<file path="config.mk">
export PLATFORM = sky130hd
export DESIGN_NAME = exception_monitor
export DESIGN_NICKNAME = d
export VERILOG_FILES = /design/src/rtl/exception_monitor_pkg.sv /design/src/rtl/exception_monitor_prio_enc.sv /design/src/rtl/exception_monitor.sv
export SDC_FILE = /design/constraint.sdc
export NUM_CORES = 1
export LEC_CHECK = 0
export BUFFER_PORTS_ARGS = -buffer_cell sky130_fd_sc_hd__buf_2
export CORE_AREA = 2 2 90 75
export CTS_BUF_LIST = sky130_fd_sc_hd__clkbuf_16
export CTS_CLUSTER_DIAMETER = 200
export DETAILED_ROUTE_END_ITERATION = 12
export DIE_AREA = 0 0 92 77
export PLACE_DENSITY = 0.76
export SLEW_MARGIN = 20
export SYNTH_ARGS = -nofsm -noshare
export SYNTH_HDL_FRONTEND = slang
export SYNTH_HIERARCHICAL = 1
export SYNTH_SLANG_ARGS = --single-unit
</file>
<file path="constraint.sdc">
create_clock -name clk -period 2.1 [get_ports clk]
set_clock_uncertainty 0.1 [all_clocks]
set_input_delay 0.21 -clock clk [delete_from_list [all_inputs] [get_ports clk]]
set_output_delay 0.21 -clock clk [all_outputs]
set_load 0.05 [all_outputs]
</file>
<file path="src/rtl/exception_monitor_pkg.sv">
// Shared definitions for the exception monitor: FSM state encoding and the
// widths of the exception vector, the cause index and the counters.
package exception_monitor_pkg;

   localparam int EXC_W   = 10;   // width of the core's final exception vector
   localparam int CAUSE_W = 4;    // width of the lowest-set-bit index
   localparam int PC_W    = 32;   // retire PC width
   localparam int CNT_W   = 8;    // saturating exception counter width
   localparam int HOLD_W  = 4;    // hold-cycle down-counter width

   // Monitor FSM; the encoding is fixed so it can be observed on dbg_state.
   typedef enum logic [1:0] {
      ST_HOLD   = 2'd0,   // core held in reset for HOLD_CYCLES cycles
      ST_RUN    = 2'd1,   // core running, exception vector watched
      ST_REPORT = 2'd2,   // trap captured, report offered to the host
      ST_HALT   = 2'd3    // core stopped, waiting for a host restart
   } state_e;

endpackage

</file>
<file path="src/rtl/exception_monitor_prio_enc.sv">
// Lowest-set-bit priority encoder for the exception vector. Bit 0 has the
// highest priority; idx_o is 0 when no bit is set (any_o tells them apart).
module exc_prio_enc
   import exception_monitor_pkg::*;
(
   input  logic [EXC_W-1:0]   vec_i,
   output logic [CAUSE_W-1:0] idx_o,
   output logic               any_o
);

   // Scan from the top bit down so the lowest set bit is the last to write idx_o.
   always_comb begin
      idx_o = '0;
      any_o = |vec_i;
      for (int i = EXC_W - 1; i >= 0; i--) begin
         if (vec_i[i]) begin
            idx_o = CAUSE_W'(i);
         end
      end
   end

endmodule

</file>
<file path="src/rtl/exception_monitor.sv">
// Exception monitor: holds a core in reset for a fixed number of cycles,
// lets it run, captures the first trapping retirement (vector, PC, cause),
// offers it to the host with a valid/ready handshake and then either halts
// the core or restarts it automatically.
//
// Handshake: rep_valid rises with a captured report and stays high, with
// rep_code/rep_cause/rep_pc frozen, until the first cycle in which rep_ready
// is also high; that cycle completes the transfer and rep_valid drops on the
// next cycle. rep_ready has no effect while rep_valid is low.
module exception_monitor
   import exception_monitor_pkg::*;
#(
   parameter int HOLD_CYCLES  = 4,     // 1..15 cycles of core_rst per (re)start
   parameter bit AUTO_RESTART = 1'b0   // 1: restart the core after each report
) (
   input  logic               clk,
   input  logic               rst,          // asynchronous, active low
   input  logic [EXC_W-1:0]   exc_in,
   input  logic [PC_W-1:0]    exc_pc,
   input  logic               restart_req,
   input  logic               rep_ready,
   output logic               core_rst,
   output logic               rep_valid,
   output logic [EXC_W-1:0]   rep_code,
   output logic [CAUSE_W-1:0] rep_cause,
   output logic [PC_W-1:0]    rep_pc,
   output logic [CNT_W-1:0]   exc_count,
   output logic               halted,
   output logic [1:0]         dbg_state
);

   // Value loaded into the hold counter on every entry into HOLD.
   localparam logic [HOLD_W-1:0] HOLD_LOAD = HOLD_W'(HOLD_CYCLES - 1);
   localparam logic [CNT_W-1:0]  CNT_MAX   = '1;

   state_e               state_q, state_d;
   logic [HOLD_W-1:0]    hold_cnt_q, hold_cnt_d;
   logic                 core_rst_q, core_rst_d;
   logic                 rep_valid_q, rep_valid_d;
   logic                 halted_q, halted_d;
   logic [EXC_W-1:0]     rep_code_q, rep_code_d;
   logic [CAUSE_W-1:0]   rep_cause_q, rep_cause_d;
   logic [PC_W-1:0]      rep_pc_q, rep_pc_d;
   logic [CNT_W-1:0]     exc_count_q, exc_count_d;

   logic [CAUSE_W-1:0]   enc_idx;
   logic                 enc_any;
   logic                 capture;

   // Cause index of the incoming vector, used only on the capture cycle.
   exc_prio_enc u_prio_enc (
      .vec_i (exc_in),
      .idx_o (enc_idx),
      .any_o (enc_any)
   );

   // Next-state logic: hold countdown, trap detection, handshake, restart.
   always_comb begin
      state_d    = state_q;
      hold_cnt_d = hold_cnt_q;
      capture    = 1'b0;
      case (state_q)
         ST_HOLD: begin
            if (hold_cnt_q == '0) begin
               state_d = ST_RUN;
            end else begin
               hold_cnt_d = hold_cnt_q - 1'b1;
            end
         end
         ST_RUN: begin
            // Any nonzero vector means the retiring instruction trapped.
            if (enc_any) begin
               capture = 1'b1;
               state_d = ST_REPORT;
            end
         end
         ST_REPORT: begin
            if (rep_ready) begin
               if (AUTO_RESTART) begin
                  state_d    = ST_HOLD;
                  hold_cnt_d = HOLD_LOAD;
               end else begin
                  state_d = ST_HALT;
               end
            end
         end
         ST_HALT: begin
            if (restart_req) begin
               state_d    = ST_HOLD;
               hold_cnt_d = HOLD_LOAD;
            end
         end
         default: begin
            state_d    = ST_HOLD;
            hold_cnt_d = HOLD_LOAD;
         end
      endcase
   end

   // Output flags are decoded from the next state so they leave a flop.
   always_comb begin
      core_rst_d  = (state_d != ST_RUN);
      rep_valid_d = (state_d == ST_REPORT);
      halted_d    = (state_d == ST_HALT);
   end

   // Report datapath: load on capture, otherwise keep the last report.
   always_comb begin
      rep_code_d  = rep_code_q;
      rep_cause_d = rep_cause_q;
      rep_pc_d    = rep_pc_q;
      exc_count_d = exc_count_q;
      if (capture) begin
         rep_code_d  = exc_in;
         rep_cause_d = enc_idx;
         rep_pc_d    = exc_pc;
         if (exc_count_q != CNT_MAX) begin
            exc_count_d = exc_count_q + 1'b1;
         end
      end
   end

   // Control state register and registered status outputs.
   always_ff @(posedge clk or negedge rst) begin
      if (!rst) begin
         state_q     <= ST_HOLD;
         hold_cnt_q  <= HOLD_LOAD;
         core_rst_q  <= 1'b1;
         rep_valid_q <= 1'b0;
         halted_q    <= 1'b0;
      end else begin
         state_q     <= state_d;
         hold_cnt_q  <= hold_cnt_d;
         core_rst_q  <= core_rst_d;
         rep_valid_q <= rep_valid_d;
         halted_q    <= halted_d;
      end
   end

   // Captured report registers and the saturating exception counter.
   always_ff @(posedge clk or negedge rst) begin
      if (!rst) begin
         rep_code_q  <= '0;
         rep_cause_q <= '0;
         rep_pc_q    <= '0;
         exc_count_q <= '0;
      end else begin
         rep_code_q  <= rep_code_d;
         rep_cause_q <= rep_cause_d;
         rep_pc_q    <= rep_pc_d;
         exc_count_q <= exc_count_d;
      end
   end

   assign core_rst  = core_rst_q;
   assign rep_valid = rep_valid_q;
   assign rep_code  = rep_code_q;
   assign rep_cause = rep_cause_q;
   assign rep_pc    = rep_pc_q;
   assign exc_count = exc_count_q;
   assign halted    = halted_q;
   assign dbg_state = state_q;

endmodule

</file>
==> results.py <==
metrics = {
    "floorplanning": {
        "rows": 26,
        "die_h_um": 77,
        "die_area_um2": 7080,
        "core_area_um2": 6180,
        "initial_core_util": 0.434,
        "die_w_um": 92,
        "ios": 105,
    },
    "place": {
        "dpl_cell_area_um2": 3290,
        "gp_congestion": 0.779,
        "place_inst": 472,
        "portBuffers": 104,
        "place_hpwl_mm": 4.31,
    },
    "routing": {
        "route.detailed.drc": 0,
        "vias": 2426,
        "final_antenna_net_count": 0,
        "drtIter0Drc": 115,
        "viasPerCell": 4.67,
        "wirelength_mm": 6.52,
        "firstDrtPassIters": 4,
        "wire_per_inst_um": 12.6,
    },
    "sta": {
        "setup_viol": 0,
        "fin_crit_ps": 1690,
        "setup_tns_ps": 0,
        "worstMarginPinSlew_ps": 643,
        "slew_violations": 0,
        "hold_violations": 0,
        "rsz0062_at_grt": "false",
        "finalCritPeriodShare": 0.804,
        "max_clock_freq_mhz": 592,
        "slew_headroom": 0.572,
    },
    "setup_path": {
        "cp.arrival_ps": 1790,
        "end_kind": "flip-flop",
        "cp-start-kind": "input pin",
        "path_class": "in -> reg",
        "required_ps": 2200,
        "path_max_fanout": 7,
    },
    "global_route": {
        "grt_usage": 0.200,
        "grt_max_degree": 37,
        "grt_pass1_wl_mm": 11.2,
        "antenna_found_initial": 0,
        "overflow": 0,
        "grt_pass1_vias": 2444,
    },
    "layout": {
        "fin_cells": 519,
        "syn2layout_area_growth_pct": 45.3,
        "stdcell_area_um2": 3900,
        "layout-drive-gt1-share": 0.315,
        "finish.net_count": 479,
        "antenna_cells": 0,
        "fill_cells": 517,
        "final_util": 0.631,
    },
    "logic_synthesis": {
        "yosys.area.top_type": "dfrtp_1",
        "synth_ff_type": "dfrtp_1",
        "syn_inst": 289,
        "ys_seq_area_frac": 0.589,
        "ys_ff_latch": 63,
        "synth_area_um2": 2690,
        "synth_fp_nets": 338,
        "yosys-top-cells-area": "dfrtp_1 (56%), nand2_1 (20%), dfstp_2 (2.9%)",
        "synth_cell_types": 38,
        "yosys.area.top_type_share": 0.559,
        "syn_area_per_cell_um2": 9.29,
        "synth_edf_count": 0,
        "ys_async_sr_fraction": 1.00,
        "yosys_warnings": 6,
    },
    "worst_hold_path": {
        "hp-class": "in -> reg",
    },
    "power_and_ir_drop": {
        "combPwrFrac": 0.492,
        "power_density_nw_per_um2": 1800,
        "switching_share": 0.501,
        "vdd_drop_max_mv": 1.06,
        "power_frac_seq": 0.302,
        "intPower_mw": 3.51,
        "power_frac_clock": 0.206,
        "power.switching_mw": 3.52,
        "leakage_nw": 2.15,
        "power_mw": 7.03,
    },
    "cts": {
        "clkSinkCount": 63,
        "clk_pin_slew_worst_paths_ps": 60,
        "clk_path_buf_depth": 2,
        "cts_tree": "yes",
        "cts_buffers": 9,
        "clk_latency_ps": 320,
        "cts_resized": 0,
        "clockRootBuffer": "clkbuf_16",
        "h-tree-depth": 3,
    },
    "status": {
        "outcome": "finished, final reports clean",
    },
    "job": {
        "maxCapViolCount": 0,
    },
}
-- cell usage in the layout, fill, tap and decap left out, drive strengths merged, types with 2 or more instances in the layout --
cell type | synthesis | layout
nor3 | 2 | 2
nand2 | 145 | 145
clkinv | 0 | 3
nor2 | 12 | 12
o21ai | 4 | 4
inv | 5 | 6
a211oi | 3 | 3
a21oi | 2 | 2
dlygate4sd3 | 0 | 31
mux2 | 3 | 3
nand4 | 2 | 2
dfstp | 3 | 3
dfrtp | 60 | 60
clkinvlp | 0 | 2
clkbuf | 2 | 9
mux2i | 5 | 5
ha | 3 | 3
and3 | 2 | 2
nand3 | 8 | 8
xnor2 | 2 | 2
nor4 | 2 | 2
nand2b | 3 | 3
buf | 9 | 110
-- registers in the layout, summed over array words and instances, names as in the netlist --
name	count
core_rst	1
dbg_state	2
exc_count	8
halted	1
hold_cnt_q	4
rep_cause	4
rep_code	10
rep_pc	32
rep_valid	1
-- power groups by stage --
| stage | clock network [mW] | registers (mW) | logic (mW) |
|---|---|---|---|
| after floorplan | 0 | 3.88 | 0.853 |
| after global placement | 0 | 2.12 | 3.37 |
| after detailed placement | 0 | 2.13 | 3.43 |
| after CTS | 1.48 | 2.13 | 3.47 |
| after global routing | 1.54 | 2.20 | 3.70 |
| final | 1.45 | 2.12 | 3.45 |
-- worst max-delay path, cell delays in order --
cell and delay [ps]:
buf_2 120, nor4_1 460, nand3_1 230, and3b_2 330, o21ai_2 100, mux2_1 350
-- worst paths after layout --
| check | endpoint | slack [ps] | depth (start not counted) | from |
|---|---|---|---|---|
| worst max-delay path | exc_count[1]$_DFFE_PN0P_ | 410 | 6 | exc_in[3] |
| worst min-delay path | rep_pc[11]$_DFFE_PN0P_ | 1 | 3 | exc_pc[11] |
| worst max register to register | hold_cnt_q[0]$_DFFE_PN1P_ | 450 | 5 | hold_cnt_q[0]$_DFFE_PN1P_ |
| worst min register to register | rep_pc[24]$_DFFE_PN0P_ | 370 | 2 | rep_pc[24]$_DFFE_PN0P_ |
| max in group asynchronous | rep_pc[22]$_DFFE_PN0P_ | 940 | 3 | rst |
| min in group asynchronous | rep_pc[7]$_DFFE_PN0P_ | 350 | 2 | rst |
-- kinds of logic (layout without fill, tap and decap cells) --
family          count (synthesis)  after routing  synth area share
flops                          63             63             0.589
simple gates                  182            182             0.279
compound gates                 14             14            0.0405
buf+inv                        16            162            0.0354
xor+xnor                        3              3           0.00979
fa+ha+maj                       3              3            0.0140
mux                             8              8            0.0326
-- through the flow --
stage,worst slack [ps],hold WS (ps)
3_3_place_gp,162,168
2_1_floorplan,278,-186
3_5_place_dp,83.6,177
6_report,411,0.991
4_1_cts,401,1.11
5_1_grt,239,22.0
-- routing by layer --
layer | part of all wire | global-route usage | up-vias
met5 | 0 | 0 | -
met3 | 0.062 | 0.0540 | 10
met2 | 0.48 | 0.338 | 77
met4 | 0.013 | 0.0657 | 0
li1 | - | - | 1204
met1 | 0.44 | 0.251 | 1135
-- synthesized netlist by cell type (2+ instances only) --
library cell	number
buf_6	3
inv_1	5
nand3_1	8
nand2b_1	3
o21ai_0	3
a211oi_1	3
buf_2	4
a21oi_1	2
nand2_1	145
nor3_1	2
xnor2_1	2
nor4_1	2
clkbuf_1	2
ha_1	3
dfrtp_1	60
nor2_1	12
buf_4	2
dfstp_2	3
mux2i_1	5
and3_1	2
-- timing repair --
action | 4_1_cts | 5_1_grt
hold buffers | 31 | 0
setup buffers | 0 | 0
hold endpoints to repair | 54 | 0
-- area by class of cell --
cell class | instances | area (µm²) | area share
sequential | 63 | 1580 | 0.405
multi-input combinational | 210 | 1010 | 0.259
timing repair buffer | 141 | 888 | 0.228
clock buffer | 9 | 225 | 0.0577
tap | 84 | 105 | 0.0269
clock inverter | 7 | 72.6 | 0.0186
inverter | 5 | 18.8 | 0.00481
No activity file was read; power rests on OpenSTA's default activity.
